## src/rtl/wr_fifo_axi_drain.sv

```systemverilog
// wr_fifo_axi_drain
//   Read side of the 16->128-bit write prefetch FIFO. Pops FIFO words and issues
//   fixed-length AXI4 INCR write bursts into a circular frame buffer in DDR.
//   Single clock domain (FIFO read clock).
//
// Ports
//   rd_clk, rd_rst_n      clock, asynchronous active-low reset
//   frame_start           pulse: next burst restarts at BASE_ADDR
//   fifo_rd_en/vld/data   FIFO read port (prefetch style, head valid when vld=1)
//   axi_aw*               write address channel (awlen fixed to BURST_LEN-1)
//   axi_w*                write data channel (wstrb all ones)
//   axi_b*                write response channel
//   busy                  high whenever the FSM is not idle
//   wr_err                sticky error on non-OKAY bresp (only with BRESP_ERR_EN)
//
// Build option
//   BRESP_ERR_EN: when defined, adds the wr_err output and bresp checking.

module wr_fifo_axi_drain #(
    parameter int unsigned           ADDR_WIDTH  = 28,
    parameter int unsigned           DATA_WIDTH  = 128,
    parameter int unsigned           BURST_LEN   = 16,
    parameter logic [ADDR_WIDTH-1:0] BASE_ADDR   = '0,
    parameter int unsigned           FRAME_BEATS = 8192
) (
    input  logic                    rd_clk,
    input  logic                    rd_rst_n,
    input  logic                    frame_start,
    output logic                    fifo_rd_en,
    input  logic                    fifo_rd_vld,
    input  logic [DATA_WIDTH-1:0]   fifo_rd_data,
    output logic [ADDR_WIDTH-1:0]   axi_awaddr,
    output logic [7:0]              axi_awlen,
    output logic                    axi_awvalid,
    input  logic                    axi_awready,
    output logic [DATA_WIDTH-1:0]   axi_wdata,
    output logic [DATA_WIDTH/8-1:0] axi_wstrb,
    output logic                    axi_wlast,
    output logic                    axi_wvalid,
    input  logic                    axi_wready,
    input  logic [1:0]              axi_bresp,
    input  logic                    axi_bvalid,
    output logic                    axi_bready,
    output logic                    busy
`ifdef BRESP_ERR_EN
    ,
    output logic                    wr_err
`endif
);

    localparam logic [1:0] ST_IDLE = 2'd0;
    localparam logic [1:0] ST_AW   = 2'd1;
    localparam logic [1:0] ST_W    = 2'd2;
    localparam logic [1:0] ST_B    = 2'd3;

    localparam logic [ADDR_WIDTH-1:0] BURST_BYTES = ADDR_WIDTH'(BURST_LEN * DATA_WIDTH / 8);
    localparam logic [7:0]            LAST_BEAT   = 8'(BURST_LEN - 1);
    // Frame count value at which the current burst is the last of the frame
    localparam logic [31:0]           FRAME_LAST  = 32'(FRAME_BEATS - BURST_LEN);

    logic [1:0]            state_q, state_d;
    logic [ADDR_WIDTH-1:0] addr_q, addr_d;
    logic [31:0]           frame_cnt_q, frame_cnt_d;
    logic [7:0]            beat_cnt_q, beat_cnt_d;
    logic                  start_pend_q, start_pend_d;
    logic                  w_hs;

    assign w_hs = (state_q == ST_W) && fifo_rd_vld && axi_wready;

    always_comb begin
        state_d      = state_q;
        addr_d       = addr_q;
        frame_cnt_d  = frame_cnt_q;
        beat_cnt_d   = beat_cnt_q;
        // frame_start is remembered in every state; only idle consumes it
        start_pend_d = start_pend_q | frame_start;
        case (state_q)
            ST_IDLE: begin
                // Same-cycle pulse is honoured too, so the very next AW uses BASE_ADDR
                if (start_pend_q || frame_start) begin
                    addr_d       = BASE_ADDR;
                    frame_cnt_d  = '0;
                    start_pend_d = 1'b0;
                end
                if (fifo_rd_vld) state_d = ST_AW;
            end
            ST_AW: begin
                if (axi_awready) state_d = ST_W;
            end
            ST_W: begin
                if (w_hs) begin
                    if (beat_cnt_q == LAST_BEAT) begin
                        beat_cnt_d = '0;
                        state_d    = ST_B;
                    end else begin
                        beat_cnt_d = beat_cnt_q + 8'd1;
                    end
                end
            end
            default: begin
                if (axi_bvalid) begin
                    if (frame_cnt_q >= FRAME_LAST) begin
                        addr_d      = BASE_ADDR;
                        frame_cnt_d = '0;
                    end else begin
                        addr_d      = addr_q + BURST_BYTES;
                        frame_cnt_d = frame_cnt_q + 32'(BURST_LEN);
                    end
                    state_d = ST_IDLE;
                end
            end
        endcase
    end

    always_ff @(posedge rd_clk or negedge rd_rst_n) begin
        if (!rd_rst_n) begin
            state_q      <= ST_IDLE;
            addr_q       <= BASE_ADDR;
            frame_cnt_q  <= '0;
            beat_cnt_q   <= '0;
            start_pend_q <= 1'b0;
        end else begin
            state_q      <= state_d;
            addr_q       <= addr_d;
            frame_cnt_q  <= frame_cnt_d;
            beat_cnt_q   <= beat_cnt_d;
            start_pend_q <= start_pend_d;
        end
    end

`ifdef BRESP_ERR_EN
    logic wr_err_q, wr_err_d;

    always_comb begin
        wr_err_d = wr_err_q;
        if (frame_start) wr_err_d = 1'b0;
        // An error response in the same cycle as frame_start is still reported
        if ((state_q == ST_B) && axi_bvalid && (axi_bresp != 2'b00)) wr_err_d = 1'b1;
    end

    always_ff @(posedge rd_clk or negedge rd_rst_n) begin
        if (!rd_rst_n) wr_err_q <= 1'b0;
        else           wr_err_q <= wr_err_d;
    end

    assign wr_err = wr_err_q;
`else
    logic unused_bresp;
    assign unused_bresp = ^axi_bresp;
`endif

    // All control outputs decode from state so an async reset clears them at once
    assign axi_awvalid = (state_q == ST_AW);
    assign axi_awaddr  = addr_q;
    assign axi_awlen   = LAST_BEAT;
    assign axi_wvalid  = (state_q == ST_W) && fifo_rd_vld;
    assign axi_wdata   = fifo_rd_data;
    assign axi_wstrb   = '1;
    assign axi_wlast   = (state_q == ST_W) && (beat_cnt_q == LAST_BEAT);
    assign axi_bready  = (state_q == ST_B);
    assign fifo_rd_en  = w_hs;
    assign busy        = (state_q != ST_IDLE);

endmodule

```

## config.mk

```make
export PLATFORM = sky130hd
export DESIGN_NAME = wr_fifo_axi_drain
export DESIGN_NICKNAME = d
export VERILOG_FILES = /design/src/rtl/wr_fifo_axi_drain.sv
export SDC_FILE = /design/constraint.sdc
export NUM_CORES = 1
export LEC_CHECK = 0
export BUFFER_PORTS_ARGS = -buffer_cell sky130_fd_sc_hd__buf_4
export CAP_MARGIN = 10
export CORE_AREA = 2 2 125 127
export CTS_CLUSTER_DIAMETER = 60
export DETAILED_ROUTE_END_ITERATION = 8
export DIE_AREA = 0 0 127 129
export PLACE_DENSITY = 0.62
export SLEW_MARGIN = 20
export SYNTH_ARGS = -nofsm -noshare
export SYNTH_HDL_FRONTEND = slang
export SYNTH_SLANG_ARGS = --single-unit
```

## constraint.sdc

```tcl
create_clock -name rd_clk -period 3.6 [get_ports rd_clk]
set_input_delay 0 -clock rd_clk [delete_from_list [all_inputs] [get_ports rd_clk]]
set_output_delay 0 -clock rd_clk [all_outputs]
set_load 0.1 [all_outputs]
```

==> impl_metrics.tcl <==
set metrics [dict create \
    outcome "finished, final reports clean" \
    first_iter_violations 167 \
    grt_setup_unrepaired "no" \
    end_kind "flip-flop" \
    crit_family "simple AND/OR/NAND/NOR gates" \
    async_flop_share_pct 100.0 \
    cts_sinks 59 \
    critPathMaxStageDelay_ps 730 \
    crit_fanout 14 \
    critPathSlowestCell "nor2_1" \
    r2r_start "frame_cnt_q[4]" \
    fin_ws_ps 840.7 \
    initial_utilization_pct 28.52 \
    synth_area_leaders "dfrtp_1, buf_4, a21oi_1" \
    syn_to_final_growth_pct -6.473 \
    synth_area_um2 4272 \
    drv_slew 0 \
    path_class "reg -> reg" \
    dp_slack_ps 908.3 \
    post_dp_cell_area_um2 3661 \
    grt_max_degree 60 \
    grt-ovfl-total 0 \
    crit_buf_inv 1 \
    max_freq_mhz 362.4 \
    clk_path_buf_depth 2 \
    core_um2 14980 \
    antenna_found_initial 0 \
    min_from "fifo_rd_data[24]" \
    peakVddDrop_uv 590.7 \
    muxShareOfSynthArea_pct 1.201 \
    wl_um 8774 \
    ioPinCount 323 \
    synth-compound-area-share_pct 9.256 \
    insertion_delay_ps 320 \
    vias 2783 \
    post_drt_wl_per_cell_um 15.02 \
    ys_types 50 \
    rows 45 \
    synth_top_area_share_pct 34.56 \
    synthAdderAreaFrac_pct 2.343 \
    synthSimpleGateAreaFrac_pct 19.19 \
    antenna_cells 0 \
    fin_crit_sh_pct 76.65 \
    crit_chain "ha_1 -> and4_1 -> nor2b_1 -> nor3_2 -> buf_4 -> nor2_1 -> nor2_1" \
    drv_cap 0 \
    synth_top_family_by_area "buffers and inverters" \
    postCtsSetupBuffers 0 \
    fillerInstances 1603 \
    p_per_area_nw_per_um2 731.5 \
    cellLeakagePower_uw 0.001814 \
    synth_warnings 0 \
    syn_inst 480 \
    hold_path.class "in -> out" \
    yosysSeqAreaShare_pct 34.56 \
    start_kind "flip-flop" \
    clock_skew_ps 3.749 \
    crit_path_start "frame_cnt_q[4]" \
    cts_tree "done" \
    ant_nets 0 \
    gp_congestion 0.7839 \
    synth_ff_type "dfrtp_1" \
    crit_required_ps 3760 \
    grt_pass1_vias 2644 \
    synth-xor-area-share_pct 2.665 \
    htree_levels 3 \
    synth_top_area_cell "dfrtp_1" \
    first_pass_iters 4 \
    crit_top_cell "nor2_1" \
    yosysMostFrequentCell "buf_4" \
    nets 536 \
    synthTopCellsByCount "buf_4, dfrtp_1, nand2_1" \
    avgViaCountPerCell 4.765 \
    setup_tns_ps 0 \
    root_buffer "clkbuf_16" \
    slew_headroom_pct 36.14 \
    crit_arrival_ps 2920 \
    grt_first_pass_wirelength_um 13700 \
    syn_area_per_cell_um2 8.899 \
    drt_drc_violations_left 0 \
    fp.dieH_um 129 \
    dp_hpwl_um 6562 \
    dieArea_um2 16380 \
    drive_gt1_share_pct 16.67 \
    synth-edff-count 0 \
    setup_violations 0 \
    finalHoldViolCount 0 \
    synth-seq-cells 59 \
    cts_buffers 9 \
    die_x_um 127 \
    worst_slew_pin_slew_ps 954.4 \
    io_buffers 32 \
    design_area_um2 3995 \
    grt.total_usage_pct 10.38 \
    clk_pin_slew_ps 50 \
    fin_crit_ps 2759 \
]
-- cells in the final DEF (no fill, tap or decap), drive strengths merged, types with 2 or more instances in the layout --
cell / n
xor2: 10
o31ai: 5
and3: 6
clkinv: 2
dfrtp: 59
nor3: 10
inv: 17
nor4b: 2
o21ai: 15
and4: 4
buf: 38
a21o: 3
nor4: 11
nand2: 25
o22ai: 6
ha: 8
clkbuf: 12
xnor2: 3
mux2i: 4
o22a: 2
or3: 4
and2: 9
nand3: 21
nor3b: 2
dlygate4sd3: 2
conb: 32
nand4: 15
or4: 6
a22o: 5
nor2: 21
nand2b: 5
a21oi: 20
-- power breakdown --
part	leakage [µW]	switching [µW]	internal [µW]
Sequential	0.000810	77.4	736
Clock	0.000155	290	589
Combinational	0.000850	939	291
-- sequential cells by signal, summed over array words and instances, names as in the netlist --
| signal | flops |
|---|---|
| frame_cnt_q | 28 |
| axi_awaddr | 20 |
| beat_cnt_q | 8 |
| state_q | 2 |
| start_pend_q | 1 |
-- metal layers --
| layer | part of all wire, % | wire, µm | up-vias | track usage [%] |
|---|---|---|---|---|
| li1 | - | - | 1288 | - |
| met1 | 39 | 3447 | 1313 | 11.79 |
| met4 | 1.9 | 165 | 0 | 3.491 |
| met3 | 9.6 | 842 | 37 | 4.740 |
| met2 | 49 | 4318 | 145 | 17.43 |
| met5 | 0 | 0 | - | 0 |
-- cell type report --
| type | count | area [µm²] | area share (%) |
|---|---|---|---|
| Sequential cell | 59 | 1476 | 36.96 |
| Clock buffer | 12 | 266.5 | 6.671 |
| Multi-Input combinational cell | 264 | 1600 | 40.06 |
| Timing Repair Buffer | 40 | 305.3 | 7.642 |
| Inverter | 17 | 63.81 | 1.597 |
| Tap cell | 188 | 235.2 | 5.888 |
| Clock inverter | 4 | 47.55 | 1.190 |
-- worst register-to-register path, delay by kind of cell, from the launching register on --
kind,cells,cell delay (ps)
simple gates,5,1750
buf+inv,1,210
fa+ha+maj,1,260
flops,1,400
-- kinds of logic (layout without fill, tap and decap cells) --
family,after synthesis,in the layout
compound gates,63,63
mux,5,5
simple gates,143,143
xor+xnor,13,13
flops,59,59
buf+inv,187,73
other cells,2,32
fa+ha+maj,8,8
-- repair_timing --
item / CTS / global route
hold buffers: 2 / 0
resized for setup: 0 / 0
hold endpoints to repair: 60 / 0
-- per-stage QoR --
step | power (µW) | util, % | instances | hold slack [ps]
final | 2923 | 26.67 | 584 | 0.03859
after global routing | 3074 | 26.67 | 584 | 0.1428
after CTS | 2944 | 26.67 | 584 | 0.6813
after detailed placement | 2051 | 24.44 | 566 | 0.6813
after global placement | 2024 | 24.44 | 566 | 0.6813
after floorplan | 2468 | - | 510 | -295.6
-- path summary, 6_finish.rpt --
kind / endpoint / slack, ps / depth (start not counted)
max in group asynchronous: axi_awaddr[20] / 2810 / 2
min: axi_wdata[24] / 0.04 / 0
min in group asynchronous: state_q[1] / 300 / 2
min reg2reg: beat_cnt_q[7] / 480 / 1
max reg2reg: frame_cnt_q[14] / 840 / 7
max: frame_cnt_q[14] / 840 / 7
(Power assumes the default switching activity.)
